## src/rtl/prog_countdown_pkg.sv

```systemverilog
// Shared types and constants for the programmable countdown timer.
package prog_countdown_pkg;

  typedef enum logic [1:0] {
    ST_IDLE    = 2'd0,
    ST_RUNNING = 2'd1,
    ST_PAUSED  = 2'd2,
    ST_EXPIRED = 2'd3
  } chan_state_t;

  // Widest channel count supported; narrower channels truncate the reset constant.
  localparam int unsigned MAX_WIDTH = 64;
  localparam logic [MAX_WIDTH-1:0] RESET_COUNT_ALL = '1;

endpackage

```

## src/rtl/countdown_channel.sv

```systemverilog
// One countdown channel: state machine, count and reload registers, expiry flags.
import prog_countdown_pkg::*;

module countdown_channel #(
  parameter int unsigned WIDTH = 4
) (
  input  logic             Clock,
  input  logic             Reset,
  input  logic             load,
  input  logic [WIDTH-1:0] load_value,
  input  logic             start,
  input  logic             stop,
  input  logic             auto_reload,
  input  logic             clear_expired,
  output logic [WIDTH-1:0] count,
  output logic             expired,
  output logic             expire_pulse,
  output logic             running
);

  localparam logic [WIDTH-1:0] RESET_COUNT = WIDTH'(RESET_COUNT_ALL);
  localparam logic [WIDTH-1:0] ONE         = WIDTH'(1);
  localparam logic [WIDTH-1:0] ZERO        = '0;

  chan_state_t      state;
  logic [WIDTH-1:0] reload;

  // Priority: load > clear_expired > stop > start > decrement.
  always_ff @(posedge Clock) begin
    if (Reset) begin
      state        <= ST_IDLE;
      count        <= RESET_COUNT;
      reload       <= RESET_COUNT;
      expired      <= 1'b0;
      expire_pulse <= 1'b0;
    end else begin
      expire_pulse <= 1'b0;
      if (load) begin
        count   <= load_value;
        reload  <= load_value;
        state   <= ST_IDLE;
        expired <= 1'b0;
      end else if (clear_expired) begin
        expired <= 1'b0;
        if (state == ST_EXPIRED) begin
          count <= reload;
          state <= ST_IDLE;
        end
      end else if (stop) begin
        if (state == ST_RUNNING) state <= ST_PAUSED;
      end else begin
        case (state)
          ST_IDLE, ST_PAUSED: begin
            if (start) state <= ST_RUNNING;
          end
          ST_RUNNING: begin
            if (count == ONE) begin
              count        <= ZERO;
              expired      <= 1'b1;
              expire_pulse <= 1'b1;
              if (!auto_reload) state <= ST_EXPIRED;
            end else if (count == ZERO) begin
              // A zero count either reloads silently or expires immediately.
              if (auto_reload) begin
                count <= reload;
              end else begin
                state        <= ST_EXPIRED;
                expired      <= 1'b1;
                expire_pulse <= 1'b1;
              end
            end else begin
              count <= count - ONE;
            end
          end
          default: ;
        endcase
      end
    end
  end

  assign running = (state == ST_RUNNING);

endmodule

```

## src/rtl/prog_countdown_timer.sv

```systemverilog
// Multi-channel programmable countdown timer: replicated channels plus bus packing.
import prog_countdown_pkg::*;

module prog_countdown_timer #(
  parameter int unsigned WIDTH    = 4,
  parameter int unsigned CHANNELS = 2
) (
  input  logic                      Clock,
  input  logic                      Reset,
  input  logic [CHANNELS-1:0]       load,
  input  logic [WIDTH-1:0]          load_value,
  input  logic [CHANNELS-1:0]       start,
  input  logic [CHANNELS-1:0]       stop,
  input  logic [CHANNELS-1:0]       auto_reload,
  input  logic [CHANNELS-1:0]       clear_expired,
  output logic [CHANNELS*WIDTH-1:0] count_out,
  output logic [CHANNELS-1:0]       expired,
  output logic [CHANNELS-1:0]       expire_pulse,
  output logic [CHANNELS-1:0]       running,
  output logic                      any_expired
);

  for (genvar i = 0; i < int'(CHANNELS); i++) begin : g_chan
    countdown_channel #(.WIDTH(WIDTH)) u_chan (
      .Clock         (Clock),
      .Reset         (Reset),
      .load          (load[i]),
      .load_value    (load_value),
      .start         (start[i]),
      .stop          (stop[i]),
      .auto_reload   (auto_reload[i]),
      .clear_expired (clear_expired[i]),
      .count         (count_out[i*WIDTH +: WIDTH]),
      .expired       (expired[i]),
      .expire_pulse  (expire_pulse[i]),
      .running       (running[i])
    );
  end

  assign any_expired = |expired;

endmodule

```

## config.mk

```make
export PLATFORM = sky130hd
export DESIGN_NAME = prog_countdown_timer
export DESIGN_NICKNAME = d
export VERILOG_FILES = /design/src/rtl/prog_countdown_pkg.sv /design/src/rtl/countdown_channel.sv /design/src/rtl/prog_countdown_timer.sv
export SDC_FILE = /design/constraint.sdc
export NUM_CORES = 1
export LEC_CHECK = 0
export ABC_CLOCK_PERIOD_IN_PS = 1900
export BUFFER_PORTS_ARGS = -buffer_cell sky130_fd_sc_hd__buf_2
export CAP_MARGIN = 20
export CORE_MARGIN = 2
export CORE_UTILIZATION = 39
export CTS_BUF_LIST = sky130_fd_sc_hd__clkbuf_2
export DETAILED_ROUTE_END_ITERATION = 10
export PLACE_DENSITY_LB_ADDON = 0.08
export SYNTH_ARGS = -nofsm -noshare
export SYNTH_HDL_FRONTEND = slang
export SYNTH_SLANG_ARGS = --single-unit
```

## constraint.sdc

```tcl
create_clock -name Clock -period 1.9 [get_ports Clock]
set_input_delay 0.19 -clock Clock [delete_from_list [all_inputs] [get_ports Clock]]
set_output_delay 0.19 -clock Clock [all_outputs]
set_load 0.01 [all_outputs]
```

# After elaboration in Yosys (flattened, before gate mapping)
# Cells that the tools add are included.
# totals
wordCells	111
out_inout_bits	15
reg_bits	24
# op_classes
reduce_logical	25
bitwise	4
eq_ne	24
addsub	2
mux	46
# op_table
cell	n
2-to-1 mux 4 bit	16
2-to-1 mux 2 bit	16
AND reduction 4 bit	4
2-to-1 mux 1 bit	12
inequality test 3 x 2 -> 1 bit, second input constant	4
nonzero test 3 bit	4
inequality test 5 x 4 -> 1 bit, second input constant	2
inequality test 5 bit, second input constant	2
AND reduction 5 bit	2
OR reduction 2 bit	5
OR reduction 5 bit	2
equality test 2 bit, second input constant	4
equality test 4 x 1 -> 1 bit, second input constant	2
zero test 4 bit	2
inequality test 2 x 1 -> 1 bit, second input constant	4
inequality test 4 bit, second input constant	2
case mux 2 bit (2 select lines)	2
subtractor 4 x 1 -> 4 bit, second input constant	2
inequality test 3 x 1 -> 1 bit, second input constant	2
OR reduction 3 bit	2
equality test 2 x 1 -> 1 bit, second input constant	2
zero test 2 bit	2
NOT 1 bit	4
nonzero test 2 bit	2

# Logic depth before layout (Yosys ltp)
# depth
ltp_word	7
ltp_mapped	7

# Hierarchy
# A second synthesis with hierarchy kept.
# hier_totals
hier_cells	181
hier_area_um2	1500.2
# by_module_without_submodules
mod	area_each_um2	cells_per_inst	n_inst
countdown_channel	747.0	90	2
prog_countdown_timer	6.3	1	1

# Least setup slack after synthesis
# Ideal clock, no wire load.
# synth_timing
path_type	register to register
startpoint	reg g_chan[0].u_chan.count[1]
endpoint	reg g_chan[0].u_chan.count[2]
stages_incl_launch_ff	8
path_slack_ns	0.047
path_buffers	0
setup_ns	0.120
t_arrival_ns	1.734
cell_sequence	dfxtp_1 > inv_1 > ha_1 > nor3_2 > a21oi_2 > a311oi_2 > a221oi_2 > a211o_1
# synth_between
elab_chain_cells	7
elab_cells_between_ends	11
cone_classes	1 x add/sub; 2 x eq/ne; 6 x mux; 2 x reduce/logical
# synth_lines
item	line_no	rtl
start, declared	countdown_channel.sv:15	output logic [WIDTH-1:0] count,
start signal, assigned	countdown_channel.sv:39	count <= load_value;
start signal, assigned	countdown_channel.sv:46	count <= reload;
start signal, assigned	countdown_channel.sv:65	count <= reload;
subtractor 4 x 1 -> 4 bit / zero test 4 bit (equally long branches)	countdown_channel.sv:72, countdown_channel.sv:62	
2-to-1 mux 4 bit	countdown_channel.sv:62	end else if (count == ZERO) begin
2-to-1 mux 4 bit	countdown_channel.sv:57	if (count == ONE) begin
2-to-1 mux 4 bit	countdown_channel.sv:52	case (state)
2-to-1 mux 4 bit	countdown_channel.sv:49	end else if (stop) begin
2-to-1 mux 4 bit	countdown_channel.sv:43	end else if (clear_expired) begin
2-to-1 mux 4 bit	countdown_channel.sv:38	if (load) begin
# Several ways; a longest one is shown, not always the timed one. The select of a mux whose other input is x is not followed.
# A chain may end at the register's enable or synchronous reset.

# Final worst setup path
# layout_timing
startpoint	reg g_chan[0].u_chan.count[0]
endpoint	reg g_chan[0].u_chan.count[0]
# Same word-level chain as after synthesis.

==> impl_metrics.csv <==
group,metric,value,unit
setup_path,cp_cell_sequence,"inv_1 -> ha_1 -> and2b_1 -> a21oi_2 -> a311oi_2 -> buf_4 -> a21oi_1 -> o31ai_1",
die,core-area,3360,um^2
placed_design,gp_congestion,0.828,
placed_design,dpl.hpwl,2270,um
yosys,synth_edf_count,0,
clock_network,clk_latency,330,ps
sta,rsz0062_at_grt,"no",
layout,drive_gt1_share,24.1,%
clock_network,cts_sinks,24,
setup_path,crit_end,"g_chan[0].u_chan.count[0]$_SDFFE_PP1P_",
setup_path,cp-startpoint,"g_chan[0].u_chan.count[0]$_SDFFE_PP1P_",
setup_path,endpoint_kind,"flop",
sta,setup_viol,0,
pwr,power_density,585,nW/um^2
global_routing,antenna_found_initial,0,
sta,setup_ws,158,ps
yosys,synth_cell_types,44,
yosys,avgSynthCellArea,8.13,um^2
yosys,netlist_instances,170,
yosys,synthFlopType,"dfxtp_1",
setup_path,ff2ff_path_depth,8,
sta,fmax,0.574,GHz
setup_path,cp-start-kind,"flop",
placed_design,port_buffers,30,
setup_path,crit_required,2150,ps
setup_path,worstReg2RegEnd,"g_chan[0].u_chan.count[0]$_SDFFE_PP1P_",
sta,layout_worst_path_cycle_share,91.7,%
setup_path,rrSetupSlack,160,ps
status,status,"complete, no violations",
clock_network,numCtsBuffers,3,
sta,worst_pin_slew,354,ps
die,start_util,41.1,%
setup_path,worstSetupPathType,"reg2reg",
yosys,netlist.area_leader.share,34.8,%
clock_network,clockBufferDepth,2,
global_routing,grt_pass1_vias,1157,
drt,drtIter0Drc,48,
layout,final_common_cell,"buf_2",
drt,detailroute.via_count,1299,
setup_path,cp_max_fo,7,
die,fp-row-count,21,
sta,finalClockSkew,12.2,ps
job,drv_cap,0,
global_routing,gr-usage-all-layers,15.6,%
yosys,ys_seq_elements,24,
drt,post_drt_via_cell_ratio,5.30,
drt,ant_nets,0,
pwr,peakVddDrop,0.314,mV
hold_path,hp-class,"in2reg",
die,io-pin-count,31,
sta,finalHoldViolCount,0,
layout,synthToLayoutAreaGrowth,15.4,%
clock_network,clk_pin_slew,230,ps
layout,nets,222,
clock_network,htreeDepth,1,
yosys,ys_warn_count,0,
yosys,yosysSeqAreaShare,34.8,%
drt,wire_per_inst,12.2,um
clock_network,cts_root_buffer,"clkbuf_2",
layout,antenna_cells,0,
sta,period_minus_slack,1740,ps
placed_design,dpl_worst_slack,123,ps
die,die_y,63.5,um
yosys,synthArstFlopShare,0,%
yosys,synth_top_area_cell,"dfxtp_1",
drt,first_pass_iters,4,
setup_path,r2r_start,"g_chan[0].u_chan.count[0]$_SDFFE_PP1P_",
yosys,netlist_top_cells_area,"dfxtp_1 (35%), ha_1 (5.4%), nor2_1 (5.4%)",
setup_path,worst_ep_arrival_time,2000,ps
global_routing,grt.overflow.total,0,
layout,fillers,382,
yosys,synth.cell_area,1380,um^2
clock_network,cts_tree,"built",
clock_network,hold_buffers,0,
layout,final_area,1590,um^2
die,fp.dieW,63.5,um
layout,multi_input_area,796,um^2
setup_path,cp_slowest_cell,"dfxtp_2",
global_routing,grt_pass1_wl,5140,um
placed_design,place_area,1570,um^2
sta,fin_tns_setup,0,ps
sta,drv_slew,0,
setup_path,cpPeakStageDelay,410,ps
pwr,leakage,0.000713,uW
sta,slew_headroom,76.3,%
layout,mostFrequentLayoutCells,"buf_2 (30), dfxtp_1 (23), nor2_1 (20)",
yosys,syn_nets,192,
die,die_area,4030,um^2
layout,area.sequential,482,um^2
drt,drc_errors,0,
drt,wirelength,3000,um
global_routing,grt_max_degree,17,
==> worst min path at each step <==
stage	slack, ps	start	to	depth (start not counted)
6_report	50	stop[1]	g_chan[1].u_chan.expire_pulse$_SDFF_PP0_	2
5_1_grt	20	stop[1]	g_chan[1].u_chan.expire_pulse$_SDFF_PP0_	2
4_1_cts	30	stop[1]	g_chan[1].u_chan.expire_pulse$_SDFF_PP0_	2
3_5_place_dp	440	g_chan[1].u_chan.reload[1]$_SDFFE_PP1P_	g_chan[1].u_chan.reload[1]$_SDFFE_PP1P_	2
3_3_place_gp	430	g_chan[1].u_chan.reload[1]$_SDFFE_PP1P_	g_chan[1].u_chan.reload[1]$_SDFFE_PP1P_	2
2_1_floorplan	270	stop[1]	g_chan[1].u_chan.expire_pulse$_SDFF_PP0_	1
==> cells by family after synthesis <==
family | share of synthesized area [%]
mux | 0.725
fa+ha+maj | 5.43
xor+xnor | 1.27
buf+inv | 7.97
compound gates | 27.3
simple gates | 22.6
flops | 34.8
==> critical path, delay by kind of cell, from the launching register on <==
kind                       cells  cell delay [ps]
DFF                            1              410
adders and majority gates      1              230
buffers and inverters          2              290
AOI/OAI and AO/OA              4              560
and+or+nand+nor                1              180
==> layout make-up <==
cell class,count,share of cell area (%)
Inverter,12,2.83
Clock buffer,3,0.942
Tap cell,46,3.61
Clock inverter,1,0.235
Timing Repair Buffer,36,12.2
Sequential cell,24,30.2
Multi-Input combinational cell,123,49.9
==> power breakdown <==
| group | switching, uW | total [uW] | internal (uW) |
|---|---|---|---|
| Sequential | 24.0 | 554 | 530 |
| Combinational | 103 | 179 | 76.2 |
| Clock | 153 | 199 | 45.8 |
| Total | 280 | 932 | 652 |
==> cells in the mapped netlist, types with 3 or more instances <==
library cell,number
clkbuf_1,4
o21bai_1,3
nor2b_1,7
nand3_1,4
nor2_1,20
a21oi_1,12
nand2_1,10
dfxtp_1,24
o21ai_0,3
o21ai_1,6
ha_1,6
buf_4,6
inv_1,12
o31ai_1,4
a31oi_1,3
o211ai_1,3
nor3_1,7
==> sequential cells by signal (all words and copies together), names as in the netlist <==
register,count
g_chan.u_chan.expired,2
g_chan.u_chan.expire_pulse,2
g_chan.u_chan.reload,8
g_chan.u_chan.count,8
g_chan.u_chan.state,4
==> per-layer routing <==
layer / up-vias / global-route usage (%) / routed length (um)
met5: - / 0 / 0
met4: 0 / 5.43 / 19
met3: 2 / 2.32 / 155
met2: 35 / 24.1 / 1360
met1: 602 / 22.0 / 1460
li1: 660 / - / -
==> what timing repair did <==
action                                 in CTS  in global routing
setup endpoints to repair                   0                  5
resized for setup                           0                  2
endpoints found under the hold margin       0                  0
setup buffers                               0                  0
==> through the flow <==
step / cells / utilization [%] / hold WS, ps / power, uW
2_1_floorplan: 170 / - / 269 / 672
3_3_place_gp: 241 / 46.7 / 434 / 739
3_5_place_dp: 241 / 46.7 / 435 / 741
4_1_cts: 245 / 47.2 / 30.6 / 945
5_1_grt: 245 / 47.4 / 24.3 / 996
6_report: 245 / 47.4 / 51.3 / 932
Power figures use the tool's default switching activity.
